$ cat src/rtl/i2c_pkg.sv
// Shared types for the I2C command sequencer.
// Command words are packed {rd_wr, addr, data}.
package i2c_pkg;

  localparam int ADDR_W = 7;
  localparam int DATA_W = 8;
  localparam int CMD_W  = 1 + ADDR_W + DATA_W;

  typedef enum logic [1:0] {
    S_IDLE = 2'd0,
    S_REQ  = 2'd1,
    S_BUSY = 2'd2
  } state_t;

  typedef struct packed {
    logic              rd_wr;
    logic [ADDR_W-1:0] addr;
    logic [DATA_W-1:0] data;
  } cmd_t;

  function automatic cmd_t pack_cmd(
    input logic              rd_wr,
    input logic [ADDR_W-1:0] addr,
    input logic [DATA_W-1:0] data
  );
    cmd_t c;
    c.rd_wr = rd_wr;
    c.addr  = addr;
    c.data  = data;
    return c;
  endfunction

endpackage

$ cat src/rtl/i2c_sync_fifo.sv
// Single-clock FIFO with wrap-bit pointers.
// Head word is shown combinationally on rdata.
module i2c_sync_fifo #(
  parameter int WIDTH = 8,
  parameter int DEPTH = 4,
  localparam int AW = $clog2(DEPTH)
) (
  input  logic             clk,
  input  logic             rst,
  input  logic             push,
  input  logic [WIDTH-1:0] wdata,
  input  logic             pop,
  output logic [WIDTH-1:0] rdata,
  output logic [AW:0]      level,
  output logic             full,
  output logic             empty
);

  logic [WIDTH-1:0] mem [DEPTH];
  logic [AW:0]      wptr;
  logic [AW:0]      rptr;

  always_ff @(posedge clk) begin
    if (rst) begin
      wptr <= '0;
      rptr <= '0;
    end else begin
      if (push) wptr <= wptr + 1'b1;
      if (pop)  rptr <= rptr + 1'b1;
    end
  end

  always_ff @(posedge clk) begin
    if (push) mem[wptr[AW-1:0]] <= wdata;
  end

  assign rdata = mem[rptr[AW-1:0]];
  assign level = wptr - rptr;
  assign full  = (level == (AW+1)'(DEPTH));
  assign empty = (wptr == rptr);

endmodule

$ cat src/rtl/i2c_cmd_sequencer.sv
// Queues host I2C transactions, feeds them to the master one at a time
// and collects read bytes; a watchdog aborts a stalled master.
module i2c_cmd_sequencer
  import i2c_pkg::*;
#(
  parameter int CMD_DEPTH      = 4,
  parameter int RSP_DEPTH      = 4,
  parameter int TIMEOUT_CYCLES = 1024
) (
  input  logic                        clk,
  input  logic                        rst,
  input  logic                        cmd_valid,
  output logic                        cmd_ready,
  input  logic                        cmd_rd_wr,
  input  logic [ADDR_W-1:0]           cmd_addr,
  input  logic [DATA_W-1:0]           cmd_data,
  output logic [$clog2(CMD_DEPTH):0]  cmd_level,
  output logic                        rsp_valid,
  input  logic                        rsp_ready,
  output logic [DATA_W-1:0]           rsp_data,
  output logic [ADDR_W-1:0]           m_addr,
  output logic [DATA_W-1:0]           m_data,
  output logic                        m_rd_wr,
  output logic                        m_enable,
  input  logic                        m_ready,
  input  logic [DATA_W-1:0]           m_data_out,
  output logic                        busy,
  output logic                        timeout_err,
  input  logic                        clr_err
);

  localparam int RSP_LW = $clog2(RSP_DEPTH) + 1;
  localparam int WD_W   = $clog2(TIMEOUT_CYCLES + 1);

  state_t state, state_n;

  logic [WD_W-1:0]   cnt, cnt_n;
  logic              en_n, rw_n, err_n;
  logic [ADDR_W-1:0] addr_n;
  logic [DATA_W-1:0] data_n;
  logic              up;

  cmd_t              cmd_in, cmd_head;
  logic              cmd_push, cmd_pop;
  logic              cmd_full, cmd_empty;

  logic              rsp_wr, rsp_push, rsp_pop;
  logic [DATA_W-1:0] rsp_wdata;
  logic [RSP_LW-1:0] rsp_level;
  logic              rsp_full, rsp_empty;

  logic              wd_hit, can_issue;

  assign cmd_in    = pack_cmd(cmd_rd_wr, cmd_addr, cmd_data);
  assign cmd_ready = up & ~cmd_full;
  assign cmd_push  = cmd_valid & cmd_ready;

  assign rsp_valid = ~rsp_empty;
  assign rsp_pop   = rsp_valid & rsp_ready;
  assign rsp_push  = rsp_wr & ~rsp_full;

  assign busy   = (state != S_IDLE) | ~cmd_empty;
  assign wd_hit = (cnt == WD_W'(TIMEOUT_CYCLES - 1));

  // Reads only go out when their response slot is already free
  assign can_issue = ~cmd_empty & m_ready &
                     (~cmd_head.rd_wr |
                      (rsp_level < RSP_LW'(RSP_DEPTH)));

  i2c_sync_fifo #(
    .WIDTH (CMD_W),
    .DEPTH (CMD_DEPTH)
  ) u_cmd_fifo (
    .clk   (clk),
    .rst   (rst),
    .push  (cmd_push),
    .wdata (cmd_in),
    .pop   (cmd_pop),
    .rdata (cmd_head),
    .level (cmd_level),
    .full  (cmd_full),
    .empty (cmd_empty)
  );

  i2c_sync_fifo #(
    .WIDTH (DATA_W),
    .DEPTH (RSP_DEPTH)
  ) u_rsp_fifo (
    .clk   (clk),
    .rst   (rst),
    .push  (rsp_push),
    .wdata (rsp_wdata),
    .pop   (rsp_pop),
    .rdata (rsp_data),
    .level (rsp_level),
    .full  (rsp_full),
    .empty (rsp_empty)
  );

  always_ff @(posedge clk) begin
    if (rst) begin
      state       <= S_IDLE;
      cnt         <= '0;
      m_enable    <= 1'b0;
      m_addr      <= '0;
      m_data      <= '0;
      m_rd_wr     <= 1'b0;
      timeout_err <= 1'b0;
      up          <= 1'b0;
    end else begin
      state       <= state_n;
      cnt         <= cnt_n;
      m_enable    <= en_n;
      m_addr      <= addr_n;
      m_data      <= data_n;
      m_rd_wr     <= rw_n;
      timeout_err <= err_n;
      up          <= 1'b1;
    end
  end

  always_comb begin
    state_n   = state;
    cnt_n     = cnt;
    en_n      = m_enable;
    addr_n    = m_addr;
    data_n    = m_data;
    rw_n      = m_rd_wr;
    err_n     = timeout_err & ~clr_err;
    cmd_pop   = 1'b0;
    rsp_wr    = 1'b0;
    rsp_wdata = m_data_out;
    unique case (state)
      S_IDLE: begin
        if (can_issue) begin
          cmd_pop = 1'b1;
          addr_n  = cmd_head.addr;
          data_n  = cmd_head.data;
          rw_n    = cmd_head.rd_wr;
          en_n    = 1'b1;
          cnt_n   = '0;
          state_n = S_REQ;
        end
      end
      S_REQ: begin
        if (!m_ready) begin
          en_n    = 1'b0;
          cnt_n   = '0;
          state_n = S_BUSY;
        end else if (wd_hit) begin
          en_n      = 1'b0;
          err_n     = 1'b1;
          rsp_wr    = m_rd_wr;
          rsp_wdata = 8'hFF;
          state_n   = S_IDLE;
        end else begin
          cnt_n = cnt + 1'b1;
        end
      end
      S_BUSY: begin
        if (m_ready) begin
          rsp_wr  = m_rd_wr;
          state_n = S_IDLE;
        end else if (wd_hit) begin
          // Filler byte keeps responses 1:1 with reads
          en_n      = 1'b0;
          err_n     = 1'b1;
          rsp_wr    = m_rd_wr;
          rsp_wdata = 8'hFF;
          state_n   = S_IDLE;
        end else begin
          cnt_n = cnt + 1'b1;
        end
      end
      default: begin
        en_n    = 1'b0;
        state_n = S_IDLE;
      end
    endcase
  end

endmodule

$ cat config.mk
export PLATFORM = sky130hd
export DESIGN_NAME = i2c_cmd_sequencer
export DESIGN_NICKNAME = d
export VERILOG_FILES = /design/src/rtl/i2c_pkg.sv /design/src/rtl/i2c_sync_fifo.sv /design/src/rtl/i2c_cmd_sequencer.sv
export SDC_FILE = /design/constraint.sdc
export NUM_CORES = 1
export LEC_CHECK = 0
export CELL_PAD_IN_SITES_DETAIL_PLACEMENT = 0
export CELL_PAD_IN_SITES_GLOBAL_PLACEMENT = 1
export CORE_ASPECT_RATIO = 2
export CORE_MARGIN = 2
export CORE_UTILIZATION = 50
export CTS_BUF_LIST = sky130_fd_sc_hd__clkbuf_16
export DETAILED_ROUTE_END_ITERATION = 10
export PLACE_DENSITY_LB_ADDON = 0.1
export SETUP_SLACK_MARGIN = 0.15
export SLEW_MARGIN = 10
export SYNTH_ARGS = -nofsm -noshare
export SYNTH_HDL_FRONTEND = slang
export SYNTH_SLANG_ARGS = --single-unit
$ cat constraint.sdc
create_clock -name clk -period 4.14 [get_ports clk]
set_input_delay 0.828 -clock clk [delete_from_list [all_inputs] [get_ports clk]]
set_output_delay 0.828 -clock clk [all_outputs]
set_load 0.01 [all_outputs]
# Word level (Yosys, flattened, before mapping)
# Memory sizes are Yosys's and may differ from the RTL's. A register that Yosys moved wholly into a read port is not among the register bits.
# Cells that the tools add are included.
[word_totals]
mem_bits_rw = 96
ff_bits = 44
word_cells = 90
mem_count = 2
output_inout_bits = 32
inputBits = 30
[classes]
n_reduce_logical = 6
add_sub_neg = 7
mux = 38
n_eq_ne = 9
bitwise_logic = 15
order_cmp = 1
[mem_list]
columns = ["name", "words", "word_bits", "rd", "rd_ports_with_merged_regs", "wr", "line", "text"]
rows = [
  ["u_cmd_fifo.mem", 4, 16, 1, 1, 1, "i2c_sync_fifo.sv:19", "logic [WIDTH-1:0] mem [DEPTH];"],
  ["u_rsp_fifo.mem", 4, 8, 1, 1, 1, "i2c_sync_fifo.sv:19", ""],
]
[ops]
columns = ["operator", "n"]
rows = [
  ["11-bit two-way mux", 4],
  ["11-bit one-hot mux with 3 select lines", 1],
  ["8-bit two-way mux", 3],
  ["1-bit two-way mux", 17],
  ["2-bit two-way mux", 8],
  ["8-bit one-hot mux with 2 select lines", 1],
  ["3-bit by 1-bit adder with 3-bit output (second input constant)", 4],
  ["11-bit by 1-bit adder with 11-bit output (second input constant)", 1],
  ["11-bit by 10-bit == test with 1-bit output (second input constant)", 1],
  ["1-bit AND", 7],
  ["3-bit == test", 2],
  ["3-bit == test (second input constant)", 2],
  ["1-bit NOT", 6],
  ["2-bit one-hot mux with 3 select lines", 1],
  ["3-bit subtractor", 2],
  ["2-bit != test (second input constant)", 2],
  ["1-bit one-hot mux with 2 select lines", 2],
  ["2-bit AND reduction", 2],
  ["3-bit less-than comparator (second input constant)", 1],
  ["1-bit one-hot mux with 3 select lines", 1],
  ["3-bit AND reduction", 1],
  ["3-bit nonzero test", 1],
  ["2-bit by 1-bit == test with 1-bit output (second input constant)", 1],
  ["2-bit == test (second input constant)", 1],
  ["other kinds (3)", 4],
]

# Depth between registers and ports, before layout
# Gate-level depths: netlist (run 1).
[logic_depth]
depth_word = 8
depth_mapped = 11
mapped_depth_nobuf = 9

# Cells and area by module
# A second synthesis (run 1) with hierarchy kept.
[hier_totals]
hier_cells = 407
hier_area_um2 = 6129.6
[by_module_without_submodules]
columns = ["module", "cells_each", "n_inst", "seq_area_each_um2", "area_per_inst_um2"]
rows = [
  ["i2c_sync_fifo at u_cmd_fifo", 131, 1, 2082.0, 2812.7],
  ["i2c_cmd_sequencer", 187, 1, 640.6, 1691.6],
  ["i2c_sync_fifo at u_rsp_fifo", 89, 1, 1121.1, 1625.3],
]

# Least setup slack after synthesis (run 1)
# Ideal clock, no wire load.
[synth_path]
path_kind = "register to register"
startpoint = "register u_cmd_fifo.wptr[0]"
endpoint = "register u_cmd_fifo.wptr[2]"
stages_incl_launch_ff = 9
synth_period_minus_slack_ns = 2.625
slack_ns = 1.515
t_required_ns = 4.025
setup_ns = 0.115
arrival_time_ns = 2.510
n_path_buf = 0
path_cell_list = "dfxtp_1 inv_1 ha_1 fa_1 xor3_1 a31oi_1 and3_1 xor2_1 and2_1"
[synth_via]
elab_chain_cells = 5
word_cells_on_any_way = 6
cone_classes = "add/sub (2); eq/ne (1); bitwise (3)"
[synth_rtl]
columns = ["item", "line", "text"]
rows = [
  ["start: declaration", "i2c_sync_fifo.sv:20", "logic [AW:0] wptr;"],
  ["start signal: assignment", "i2c_sync_fifo.sv:28", "if (push) wptr <= wptr + 1'b1;"],
  ["3-bit subtractor", "i2c_sync_fifo.sv:38", "assign level = wptr - rptr;"],
  ["via cmd_level[2]", "i2c_cmd_sequencer.sv:17", "output logic [$clog2(CMD_DEPTH):0] cmd_level,"],
  ["3-bit == test", "i2c_sync_fifo.sv:39", "assign full = (level == (AW+1)'(DEPTH));"],
  ["1-bit NOT", "i2c_cmd_sequencer.sv:55", "assign cmd_ready = up & ~cmd_full;"],
  ["1-bit AND", "i2c_cmd_sequencer.sv:55", ""],
  ["via cmd_ready", "i2c_cmd_sequencer.sv:13", "output logic cmd_ready,"],
  ["1-bit AND", "i2c_cmd_sequencer.sv:56", "assign cmd_push = cmd_valid & cmd_ready;"],
]
# The timed path passes the listed nets, and every way through them passes these cells.
# A chain may end at the register's enable or synchronous reset.

# Worst setup path after layout (run 1)
[layout_path]
startpoint = "register u_cmd_fifo.wptr[0]"
endpoint = "output cmd_ready"
[layout_via]
elab_chain_cells = 4
[layout_rtl]
columns = ["item", "line"]
rows = [
  ["3-bit subtractor", "i2c_sync_fifo.sv:38"],
  ["3-bit == test", "i2c_sync_fifo.sv:39"],
  ["1-bit NOT", "i2c_cmd_sequencer.sv:55"],
  ["1-bit AND", "i2c_cmd_sequencer.sv:55"],
  ["end: declaration", "i2c_cmd_sequencer.sv:13"],
]
# No other way between the ends.

==> out/results.ini, run 1 <==
[run_status]
status=complete, no violations

[worst_setup_path]
rrSetupSlack_ps=1170
r2r-end=u_rsp_fifo.mem[2][6]$_DFFE_PP_
rr_worst_depth=5
max_stage_delay_ps=620
path_delay_family=buffers and inverters
crit_buf_inv=2
end_kind=primary output
worstSetupStartpointType=flip-flop
path_cells=inv_1 -> ha_1 -> fa_1 -> xor3_1 -> a31oi_1 -> clkdlybuf4s50_1
critical_path_arrival_ps=2640
path_class=reg2out
r2r_start=cnt[0]$_SDFFE_PP0P_
crit_slowest_cell=clkdlybuf4s50_1
path_max_fanout=6
cp.required_ps=3310
critPathLaunch=u_cmd_fifo.wptr[0]$_SDFFE_PP0P_

[global_routing]
antenna_found_initial=0
grt_pass1_wl_mm=19.8
grt_pass1_vias=3824
track_usage_pct=20.9
grt_start_max_net_pins=42
gr-total-overflow=0

[final_layout]
fin_area_um2=7430
layout-drive-gt1-share_pct=12.5
diodes=0
syn_to_final_growth_pct=22.5
num-nets-final=560

[power]
p_leak_nw=2.57
vdd_ir_drop_max_mv=0.358
p_per_area_nw_per_um2=513

[timing]
fin_crit_sh_pct=83.9
fmax_mhz=288
slew_viol_final=0
tightest_slew_ps=925
min_period_ps=3470
setup-tns-final_ps=0
hold_violations=0
rsz0062_at_grt=no
finalSetupViolCount=0
relSlewSlack_pct=37.9
final.setup_skew_ps=6.70

[hold_path]
hold_class=reg2reg
min_from=m_data[5]$_SDFFE_PP0P_
whs_endpoint=m_data[5]$_SDFFE_PP0P_
holdPathStages=2

[synthesis]
async_flop_share_pct=0
ys_ff_latch=144
syn_avg_cell_area_um2=13.7
synth.distinct_cells=49
ys_warn_count=0
yosysTopAreaCell=edfxtp_1
synthTopCellsByArea=edfxtp_1 (48%), dfxtp_1 (16%), mux4_2 (8.9%), ha_1 (3.9%), nand2_1 (2.9%)
synth_fp_nets=492
ys.flop_type=edfxtp_1
synth.most_common_cell=edfxtp_1
postSynthCellCount=441
yosysTopAreaCellShare_pct=47.5
synth_edf_count=96
ys_top_cells_by_count=edfxtp_1 (96), dfxtp_1 (48), nand2_1 (47)
ys_seq_area_share_pct=63.4
syn_area_um2=6060

[clock_network]
ctsResizeCount=0
clock-root-buffer=clkbuf_16
cts_num_sinks=144
clk_pin_slew_worst_paths_ps=60
cts_htree_levels=4
cts_hold_buf=0
cts_buffer_depth=2
clk_latency_ps=410
post_cts_buffers=0
cts_buffers=17
cts_tree=built

[route]
viasPerCell=5.55
dr_total_vias=3705
drc=0
drt_wl_total_mm=12.7
ant_nets=0
drt-pass1-iter-count=4
drt_iter0_drc=153
wl_per_cell_um=19.0

[place]
numPortBuffers=61
dpl_cell_area_um2=6830
globalplace.congestion=0.787
hpwl_mm=9.05

[floorplan]
core.rowCount=56
start_util_pct=51.5
die_y_um=160
io_pins=62
core_um2=11800
die_area_um2=13100
fp.dieW_um=81.9

[job]
cap_violations=0

==> logic make-up (layout without fill, tap and decap cells) <==
kind of cell	Yosys count	after routing	synth area share, %
adders and majority gates	21	21	4.58
AOI/OAI and AO/OA	73	73	8.50
buffers and inverters	36	117	2.41
muxes	26	26	9.24
DFF	144	144	63.4
and+or+nand+nor	130	130	9.80
xor gates and xnor gates	11	11	2.06
==> registers in the layout (all words and copies together), names as in the netlist, named ones only <==
register         count
m_enable             1
cnt                 11
m_data               8
u_cmd_fifo.wptr      3
u_cmd_fifo.rptr      3
timeout_err          1
up                   1
m_rd_wr              1
m_addr               7
u_rsp_fifo.mem      32
state                2
u_rsp_fifo.rptr      3
u_rsp_fifo.wptr      3
u_cmd_fifo.mem      64
==> worst min-delay path, stage by stage (launching register included) <==
cell and delay, ps:
dfxtp_1 310, nand2_1 50, a21oi_1 50
==> final cells by class <==
| cell class | count | area [µm²] |
|---|---|---|
| clock buffer | 19 | 475 |
| clock inverter | 13 | 126 |
| multi-input combinational | 261 | 2070 |
| sequential | 144 | 3840 |
| tap | 145 | 181 |
| inverter | 17 | 63.8 |
| timing repair buffer | 68 | 663 |
| fill | 935 | 4340 |
==> power breakdown <==
part | total, W | leakage (nW) | switching, W | internal (W)
combinational | 0.000651 | 1.02 | 0.000350 | 0.000301
sequential | 0.00166 | 1.26 | 0.0000369 | 0.00162
clock | 0.00151 | 0.294 | 0.000596 | 0.000910
total | 0.00381 | 2.57 | 0.000983 | 0.00283
==> per-stage QoR <==
| stage | power (W) | setup slack (ps) | instances | hold slack, ps | utilization, % |
|---|---|---|---|---|---|
| global placement | 0.00234 | 922 | 635 | 448 | 58.0 |
| global route | 0.00396 | 528 | 667 | 482 | 63.1 |
| floorplan | 0.00209 | 1510 | 441 | 462 | - |
| CTS | 0.00386 | 649 | 667 | 462 | 63.1 |
| finish | 0.00381 | 668 | 667 | 459 | 63.1 |
| detailed placement | 0.00235 | 843 | 635 | 453 | 58.0 |
==> routing by layer <==
metal / share of wire (%) / GRT usage (%) / wire length (µm) / vias to the layer above
li1: - / - / - / 1784
met1: 33 / 20.3 / 4240 / 1844
met2: 63 / 41.2 / 7960 / 67
met3: 2.5 / 3.33 / 317 / 10
met4: 1.1 / 7.58 / 139 / 0
met5: 0 / 0 / 0 / -
==> layout by cell type (no fill, tap or decap), types with 7 or more instances in the layout <==
| master | n |
|---|---|
| and2_1 | 9 |
| mux4_2 | 24 |
| inv_1 | 17 |
| dfxtp_1 | 48 |
| nor2_1 | 37 |
| nand2_1 | 47 |
| buf_4 | 7 |
| clkbuf_16 | 19 |
| o21ai_1 | 7 |
| nand3_1 | 12 |
| edfxtp_1 | 96 |
| ha_1 | 19 |
| o22a_1 | 8 |
| clkdlybuf4s50_1 | 61 |
| nor3_1 | 7 |
| a21oi_1 | 32 |
==> worst max-delay path by stage <==
stage	to	slack [ps]	cells past startpoint
global placement	u_rsp_fifo.mem[1][1]$_DFFE_PP_	920	5
finish	cmd_ready	670	6
global route	cmd_ready	530	6
floorplan	u_cmd_fifo.wptr[2]$_SDFFE_PP0P_	1510	8
detailed placement	u_rsp_fifo.mem[2][1]$_DFFE_PP_	840	5
CTS	cmd_ready	650	6
(Power assumes the default switching activity.)
==> inputs of run 2 (changes only) <==
--- a/config.mk
+++ b/config.mk
@@ -9,7 +9,7 @@
 export CELL_PAD_IN_SITES_GLOBAL_PLACEMENT = 1
 export CORE_ASPECT_RATIO = 2
 export CORE_MARGIN = 2
-export CORE_UTILIZATION = 50
+export CORE_UTILIZATION = 42
 export CTS_BUF_LIST = sky130_fd_sc_hd__clkbuf_16
 export DETAILED_ROUTE_END_ITERATION = 10
 export PLACE_DENSITY_LB_ADDON = 0.1
==> constraint.sdc (replaced) <==
create_clock -name clk -period 3 [get_ports clk]
set_input_delay 0.6 -clock clk [delete_from_list [all_inputs] [get_ports clk]]
set_output_delay 0.6 -clock clk [all_outputs]
set_load 0.01 [all_outputs]
==> run 2 against run 1 <==
Against the previous run:
- first-iteration DRC count up 13%
- non-clock buffer count up 12
- setup slack worse by 450 ps
- worst hold slack worse by 5.2 ps
- cell area up 2.0%
- largest cell class unchanged
- sequential share of layout area down 0.98 points
==> out/results.ini, run 2 (same netlist as run 1, synthesis figures left out) <==
[run_status]
status=complete, no violations

[timing]
setup-tns-final_ps=0
fin_crit_sh_pct=92.6
relSlewSlack_pct=57.3
worst_slack_ps=222
tightest_slew_ps=635
min_period_ps=2780
finalSetupViolCount=0
rsz0062_at_grt=yes
final.setup_skew_ps=9.41
fmax_mhz=360
hold_violations=0
slew_viol_final=0

[worst_setup_path]
end_kind=primary output
critical_path_arrival_ps=2180
rr_worst_depth=8
path_max_fanout=4
worstSetupStartpointType=flip-flop
cp.required_ps=2400
r2r-end=u_rsp_fifo.mem[1][6]$_DFFE_PP_
r2r_start=u_rsp_fifo.wptr[0]$_SDFFE_PP0P_
path_class=reg2out
rrSetupSlack_ps=340

[clock_network]
cts_buffers=17
cts_num_sinks=144
cts_buffer_depth=2
clk_latency_ps=420
clk_pin_slew_worst_paths_ps=70
clock-root-buffer=clkbuf_16
cts_tree=built
cts_hold_buf=0
cts_htree_levels=4
post_cts_buffers=0

[place]
pre_cts_slack_ps=236
numPortBuffers=61
globalplace.congestion=0.779
hpwl_mm=9.34

[final_layout]
num-nets-final=572
layout-drive-gt1-share_pct=15.0
syn_to_final_growth_pct=24.9
diodes=0
largest_reg_flops=64
final_cell_mix=edfxtp_1 (96), clkdlybuf4s50_1 (59), nand2_1 (47), dfxtp_1 (47), nor2_1 (37)
final_common_cell=edfxtp_1

[power]
p_clk_share_pct=39.3
p_int_w=0.00379
p_leak_nw=2.64
sw_frac_of_total_pct=28.4
net-switching-power_w=0.00150
vdd_ir_drop_max_mv=0.503
p_comb_share_pct=17.6
p_per_area_nw_per_um2=700
seq_power_share_pct=43.1

[hold_path]
holdPathStages=2
hold_class=reg2reg
whs_endpoint=m_data[6]$_SDFFE_PP0P_
min_from=m_data[6]$_SDFFE_PP0P_

[global_routing]
antenna_found_initial=0
grt_pass1_vias=4021
grt_start_max_net_pins=41
gr-total-overflow=0
track_usage_pct=18.0
grt_pass1_wl_mm=20.5

[floorplan]
fp.dieW_um=89.0
die_y_um=174
core_um2=14300
io_pins=62
die_area_um2=15500
start_util_pct=42.5
core.rowCount=62

[job]
cap_violations=0

[route]
drc=0
drt-pass1-iter-count=4
viasPerCell=5.22
dr_total_vias=3789
ant_nets=0
wl_per_cell_um=17.9
drt_iter0_drc=173
drt_wl_total_mm=13.0

==> run 2: cell types whose count changed in the layout (fill, tap and decap cells not counted), moves of 2 or more <==
cell,delta
buf_4,+12
clkbuf_16,-2
clkdlybuf4s50_1,-2
clkinv_4,-3
clkinv_8,+2
inv_8,+7
==> run 2: cell type report <==
class,count,area (µm²)
inverter,17,63.8
sequential,144,3840
fill,1250,6700
clock inverter,15,164
timing repair buffer,80,754
tap,192,240
clock buffer,17,425
multi-input combinational,261,2080
==> run 2: how the worst max path moves through the flow <==
stage | cells past startpoint | to | start
5_1_grt | 6 | cmd_ready | u_cmd_fifo.wptr[0]$_SDFFE_PP0P_
3_5_place_dp | 5 | u_rsp_fifo.mem[1][4]$_DFFE_PP_ | m_ready
4_1_cts | 5 | cmd_level[2] | u_cmd_fifo.wptr[0]$_SDFFE_PP0P_
6_report | 6 | cmd_ready | u_cmd_fifo.wptr[0]$_SDFFE_PP0P_
3_3_place_gp | 5 | u_rsp_fifo.mem[1][4]$_DFFE_PP_ | m_ready
2_1_floorplan | 8 | u_cmd_fifo.wptr[2]$_SDFFE_PP0P_ | u_cmd_fifo.wptr[0]$_SDFFE_PP0P_
==> run 2: worst max-delay path, stage by stage, from the launching register on <==
cell,delay (ps)
dfxtp_1,370
inv_1,110
ha_1,200
fa_1,370
xor3_1,210
a31oi_2,220
dlygate4sd2_1,290
==> run 2: power by group through the flow <==
| stage | clock (W) | combinational [W] | sequential (W) |
|---|---|---|---|
| after global placement | 0 | 0.000936 | 0.00233 |
| after CTS | 0.00212 | 0.000952 | 0.00229 |
| final | 0.00208 | 0.000934 | 0.00228 |
| after detailed placement | 0 | 0.000950 | 0.00233 |
| after global routing | 0.00220 | 0.00103 | 0.00229 |
| after floorplan | 0 | 0.000551 | 0.00233 |
==> run 2: per-layer routing <==
| layer | global-route usage [%] | up-vias | share of wire [%] |
|---|---|---|---|
| li1 | - | 1804 | - |
| met1 | 17.6 | 1854 | 35 |
| met2 | 34.7 | 104 | 58 |
| met3 | 3.66 | 27 | 3.9 |
| met4 | 7.46 | 0 | 2.6 |
| met5 | 0 | - | 0 |
==> run 2: timing repair <==
item | in CTS | in global routing
pin swaps | 0 | 0
cloned | 0 | 0
setup endpoints to repair | 1 | 10
gates resized for setup | 1 | 3
==> run 2: per-stage QoR <==
| step | util (%) | power (W) | hold slack (ps) | instances | instance area, µm² |
|---|---|---|---|---|---|
| finish | 53.1 | 0.00530 | 453 | 726 | 7570 |
| global route | 53.1 | 0.00552 | 485 | 726 | 7570 |
| CTS | 53.0 | 0.00536 | 456 | 726 | 7560 |
| detailed placement | 48.9 | 0.00328 | 448 | 694 | 6970 |
| global placement | 48.9 | 0.00326 | 445 | 694 | 6970 |
| floorplan | - | 0.00288 | 462 | 441 | 6060 |
==> inputs of run 3 (changes only) <==
--- a/config.mk
+++ b/config.mk
@@ -9,12 +9,14 @@
 export CELL_PAD_IN_SITES_GLOBAL_PLACEMENT = 1
 export CORE_ASPECT_RATIO = 2
 export CORE_MARGIN = 2
-export CORE_UTILIZATION = 42
+export CORE_UTILIZATION = 35
 export CTS_BUF_LIST = sky130_fd_sc_hd__clkbuf_16
 export DETAILED_ROUTE_END_ITERATION = 10
 export PLACE_DENSITY_LB_ADDON = 0.1
+export REMOVE_ABC_BUFFERS = 1
 export SETUP_SLACK_MARGIN = 0.15
 export SLEW_MARGIN = 10
 export SYNTH_ARGS = -nofsm -noshare
 export SYNTH_HDL_FRONTEND = slang
+export SYNTH_HIERARCHICAL = 1
 export SYNTH_SLANG_ARGS = --single-unit
==> run 3 against run 2 <==
Against the previous run:
- power grew 0.46%
- non-clock buffer count is 2 lower
- sequential power about the same
- critical endpoint unchanged
==> out/results.ini, run 3 <==
[final_layout]
num-nets-final=537
syn_to_final_growth_pct=24.3
post-route-util_pct=44.3
final_cell_mix=edfxtp_1 (96), clkdlybuf4s50_1 (60), dfxtp_1 (45)
final-instance-count-excl-fill=709
diodes=0
layout-drive-gt1-share_pct=18.0
fin_area_um2=7620
final_common_cell=edfxtp_1
largest_reg_flops=64

[synthesis]
syn_avg_cell_area_um2=15.1
ys_warn_count=6
syn_area_um2=6130
postSynthCellCount=406

[clock_network]
clk_pin_slew_worst_paths_ps=60
clk_latency_ps=420
cts_buffer_depth=2
cts_htree_levels=4
cts_num_sinks=144
cts_hold_buf=0
cts_tree=built
clock-root-buffer=clkbuf_16
cts_buffers=17

[route]
wl_per_cell_um=19.0
ant_nets=0
top_layer=met4
drt_iter0_drc=89
dr_total_vias=3561
routed-wl-met2_mm=8.03
drt-pass1-iter-count=4
wl_met3_um=354
wl_met1_mm=4.79
viasPerCell=5.02
drc=0
drt_wl_total_mm=13.5

[global_routing]
track_usage_pct=15.4
grt_start_max_net_pins=21
gr-total-overflow=0
grt_pass1_vias=3907
grt_pass1_wl_mm=21.6
antenna_found_initial=0

[timing]
slew_viol_final=0
final.setup_skew_ps=8.23
hold_violations=0
min_period_ps=2800
fmax_mhz=357
tightest_slew_ps=538
worst_slack_ps=199
finalSetupViolCount=0
rsz0062_at_grt=yes
relSlewSlack_pct=64.1
fin_crit_sh_pct=93.4
setup-tns-final_ps=0

[place]
hpwl_mm=9.75
dpl_cell_area_um2=7000
placedCellCount=674
pre_cts_slack_ps=150
numPortBuffers=61
globalplace.congestion=0.795

[floorplan]
die_area_um2=18600
io_pins=62
core_um2=17200
die_y_um=191
core.rowCount=68
fp.dieW_um=97.6
start_util_pct=35.6

[hold_path]
hold_class=reg2reg

[worst_setup_path]
end_kind=primary output
crit_slowest_cell=fa_1
path_cells=inv_2 -> ha_4 -> inv_2 -> fa_1 -> or3b_4 -> mux2i_1 -> nor2b_1 -> buf_2
path_max_fanout=3
cp.required_ps=2400
path_class=reg2out
critical_path_arrival_ps=2200
path_delay_family=adder cells
max_stage_delay_ps=480
crit_buf_inv=3
crit_path_frequent_cell=inv_2
worstSetupStartpointType=flip-flop

[power]
net-switching-power_w=0.00142
p_per_area_nw_per_um2=699
seq_power_share_pct=43.4
vdd_ir_drop_max_mv=0.524
p_leak_nw=2.58
p_clk_share_pct=38.0
p_int_w=0.00390
sw_frac_of_total_pct=26.7
p_comb_share_pct=18.6

[run_status]
status=complete, no violations

[job]
cap_violations=0

-- run 3: worst paths after layout --
check,cells after the start,end,startpoint,slack [ps]
setup / recovery,8,cmd_ready,u_cmd_fifo/wptr[0]$_SDFFE_PP0P_,200
hold / removal,2,cnt[10]$_SDFFE_PP0P_,cnt[10]$_SDFFE_PP0P_,480
setup reg to reg,9,cnt[4]$_SDFFE_PP0P_,u_rsp_fifo/wptr[0]$_SDFFE_PP0P_,370
hold reg to reg,2,cnt[10]$_SDFFE_PP0P_,cnt[10]$_SDFFE_PP0P_,480
-- run 3: worst reg2reg max path: cells and delay by family (launching register included) --
kind	cells	cell delay [ps]
AND/OR/NAND/NOR	2	760
adder cells (fa/ha/maj)	2	570
AO/OA/AOI/OAI	2	530
flip-flops	1	350
XOR/XNOR	1	180
buffers and inverters	2	170
-- run 3: cell type report --
class,count,area (µm²)
repair buffers,78,746
well taps,210,263
fillers,1592,9570
multi-input cells,228,2120
clock inverters,15,151
flip-flops and latches,144,3850
clock buffers,17,425
inverters,17,63.8
-- run 3: metrics by stage --
stage / hold WS [ps] / total power [W]
finish: 482 / 0.00532
floorplan: 425 / 0.00291
CTS: 487 / 0.00540
global placement: 472 / 0.00334
global route: 509 / 0.00558
detailed placement: 475 / 0.00334
-- run 3: power groups by stage --
stage / combinational (W) / sequential, W / clock [W]
after global placement: 0.000989 / 0.00235 / 0
after CTS: 0.000996 / 0.00231 / 0.00210
final: 0.000989 / 0.00231 / 0.00203
after detailed placement: 0.000989 / 0.00235 / 0
after global routing: 0.00109 / 0.00232 / 0.00217
after floorplan: 0.000528 / 0.00238 / 0
-- run 3: what timing repair did --
| item | CTS | global route |
|---|---|---|
| pin swaps | 1 | 3 |
| endpoints found under the setup margin | 5 | 34 |
| buffers inserted | 0 | 3 |
| resized for setup | 8 | 8 |
-- run 3: routing by layer --
| layer | track usage [%] | vias to the layer above |
|---|---|---|
| met5 | 0 | - |
| met4 | 5.72 | 0 |
| met3 | 3.99 | 17 |
| met2 | 30.7 | 67 |
| met1 | 14.8 | 1769 |
| li1 | - | 1708 |
==> RTL edit (config.mk and constraints of run 2) <==
The 3 states of `state_t` get a one-hot encoding in 3 bits.
--- a/src/rtl/i2c_pkg.sv
+++ b/src/rtl/i2c_pkg.sv
@@ -7,8 +7,8 @@
   localparam int CMD_W  = 1 + ADDR_W + DATA_W;
 
-  typedef enum logic [1:0] {
-    S_IDLE = 2'd0,
-    S_REQ  = 2'd1,
-    S_BUSY = 2'd2
+  typedef enum logic [2:0] {
+    S_IDLE = 3'b001,
+    S_REQ  = 3'b010,
+    S_BUSY = 3'b100
   } state_t;
 
Function: same outputs for any inputs over 4 cycles, from zero or initial values and one cycle with rst high; so few cycles prove little.
==> RTL edit against run 2 <==
Register-to-register slack better by 0.10 ns; final cell count is 4.1% lower; design area is 2.7% lower; power is 5.7% lower; setup slack better by 0.028 ns; largest cell class unchanged; synthesized cell count is 6.1% lower; sequential cell count is 1 higher; maximum frequency is 1.0% higher; core utilization is 0.30 points higher; wire length is 11% lower; first-iteration DRC count is 16% lower; area after synthesis is 2.9% lower.
==> RTL edit: results (changes against run 2) <==
Status
  – Status: finished clean (unchanged)

Yosys
  – Top cells by count, synth: 96 x edfxtp_1, 49 x dfxtp_1, 49 x nand2_1, 33 x a21oi_1, 24 x mux4_2 (was 96 x edfxtp_1, 48 x dfxtp_1, 47 x nand2_1, 37 x nor2_1, 32 x a21oi_1)
  – Seq/Total Area, Yosys: 65.6% (was 63.4%)
  – Post-synth EDFFs: 96 (unchanged)
  – Unique cell type count in the Yosys netlist: 44 (was 49)
  – Syn_nets: 461 (was 492)
  – Yosys warns: 0 (unchanged)
  – Synth area leaders: edfxtp_1 49%, dfxtp_1 17%, mux4_2 9.2% (was edfxtp_1 48%, dfxtp_1 16%, mux4_2 8.9%)

Global route
  – Met3 Use GR: 2.64% (was 3.66%)
  – M1 GR Usage: 16.9% (was 17.6%)
  – Met2 GRT Util: 32.2% (was 34.7%)
  – Vias in the first global route: 3804 (was 4021)
  – GRT Total Usage: 16.7% (was 18.0%)
  – Global-route wire length before repair: 18700 um (was 20500 um)
  – Largest net degree at the start of global routing: 25 (was 41)

Route
  – Initial DRC count: 146 (was 173)
  – Pre-Repair DR Iteration Count: 5 (was 4)
  – Number of vias per cell: 5.05 (was 5.22)
  – Final WL: 11600 um (was 13000 um)

Timing
  – Fin Setup TNS: 0 ns (unchanged)
  – Worst Max-Slew Pin Slew: 0.547 ns (was 0.635 ns)
  – Worst Skew: 0.0122 ns (was 0.00941 ns)

Cells and area
  – Ant. Diodes: 0 (unchanged)
  – Fill count: 1193 (was 1250)
  – Layout cell share with drive strength beyond 1: 15.2% (was 15.0%)
  – Nets@finish: 541 (was 572)

Critical path
  – WP data arrival: 2.15 ns (was 2.18 ns)
  – Top delay family on crit path: flip-flops (was adder cells)
  – CP max FO: 8 (was 4)
  – CP max-delay cell: dfxtp_1 (unchanged)
  – Crit path largest cell delay: 0.66 ns (was 0.37 ns)

Clock tree
  – Total CTS buffers: 17 (unchanged)
  – H-tree depth: 4 (unchanged)
  – CTS Root Cell: clkbuf_16 (unchanged)
  – Later-pin clock latency in the skew report: 0.42 ns (about the same)

Placement
  – DP Wirelength: 8270 um (was 9340 um)
  – Dpl cell area: 6790 um2 (was 6970 um2)
  – RePlAce Congestion: 0.776 (was 0.779)
  – DP Worst Slack: 0.214 ns (was 0.236 ns)

Power and ir drop
  – Sw Ratio: 26.2% (was 28.4%)
  – Clock power frac: 39.0% (was 39.3%)
  – Max rail drop VDD: 0.546 mV (was 0.503 mV)
  – Comb pwr: 768 uW (was 934 uW)
  – Leakage Power: 2.52 nW (was 2.64 nW)
[RTL edit: kinds of logic (layout without fill, tap and decap cells)]
family / after synthesis / after routing / share of synthesized area [%]
mux: 26 / 26 / 9.52
simple gates: 124 / 124 / 10.4
flops: 145 / 145 / 65.6
fa+ha+maj: 17 / 17 / 3.87
xor+xnor: 11 / 11 / 2.12
compound gates: 61 / 61 / 6.37
buf+inv: 30 / 123 / 2.08
[RTL edit: through the flow]
step	power, mW	std cells	utilization, %	hold WS, ns
after floorplan	2.75	414	-	0.423
after global placement	3.08	662	49.1	0.429
after detailed placement	3.09	662	49.1	0.437
after CTS	5.05	694	53.2	0.447
after global routing	5.21	696	53.3	0.448
final	5.00	696	53.3	0.445
[RTL edit: worst paths after layout]
path	start	to	slack [ns]	cells past startpoint
worst max-delay path	flop	rsp_data[6]	0.25	2
worst min register to register	cnt[10]	cnt[10]	0.44	1
worst max register to register	u_rsp_fifo.wptr[0]	cnt[3]	0.44	10
worst min-delay path	cnt[10]	cnt[10]	0.44	1
[RTL edit: area by class of cell]
type / instances / share of cell area, %
clock buffer: 17 / 5.77
clock inverter: 15 / 1.68
inverter: 13 / 0.662
multi-input combinational: 239 / 26.0
sequential: 145 / 52.4
tap: 189 / 3.21
timing repair buffer: 78 / 10.2
[RTL edit: routing by layer]
layer / routed length [um] / share of wire, %
met1: 4160 / 36
met2: 6940 / 60
met3: 288 / 2.5
met4: 206 / 1.8
met5: 0 / 0
[RTL edit: repair_timing]
| action | 4_1_cts | 5_1_grt |
|---|---|---|
| pin swaps | 0 | 1 |
| setup buffers | 0 | 2 |
| gates resized for setup | 4 | 3 |
| endpoints found under the setup margin | 2 | 4 |
| hold buffers | 0 | 0 |
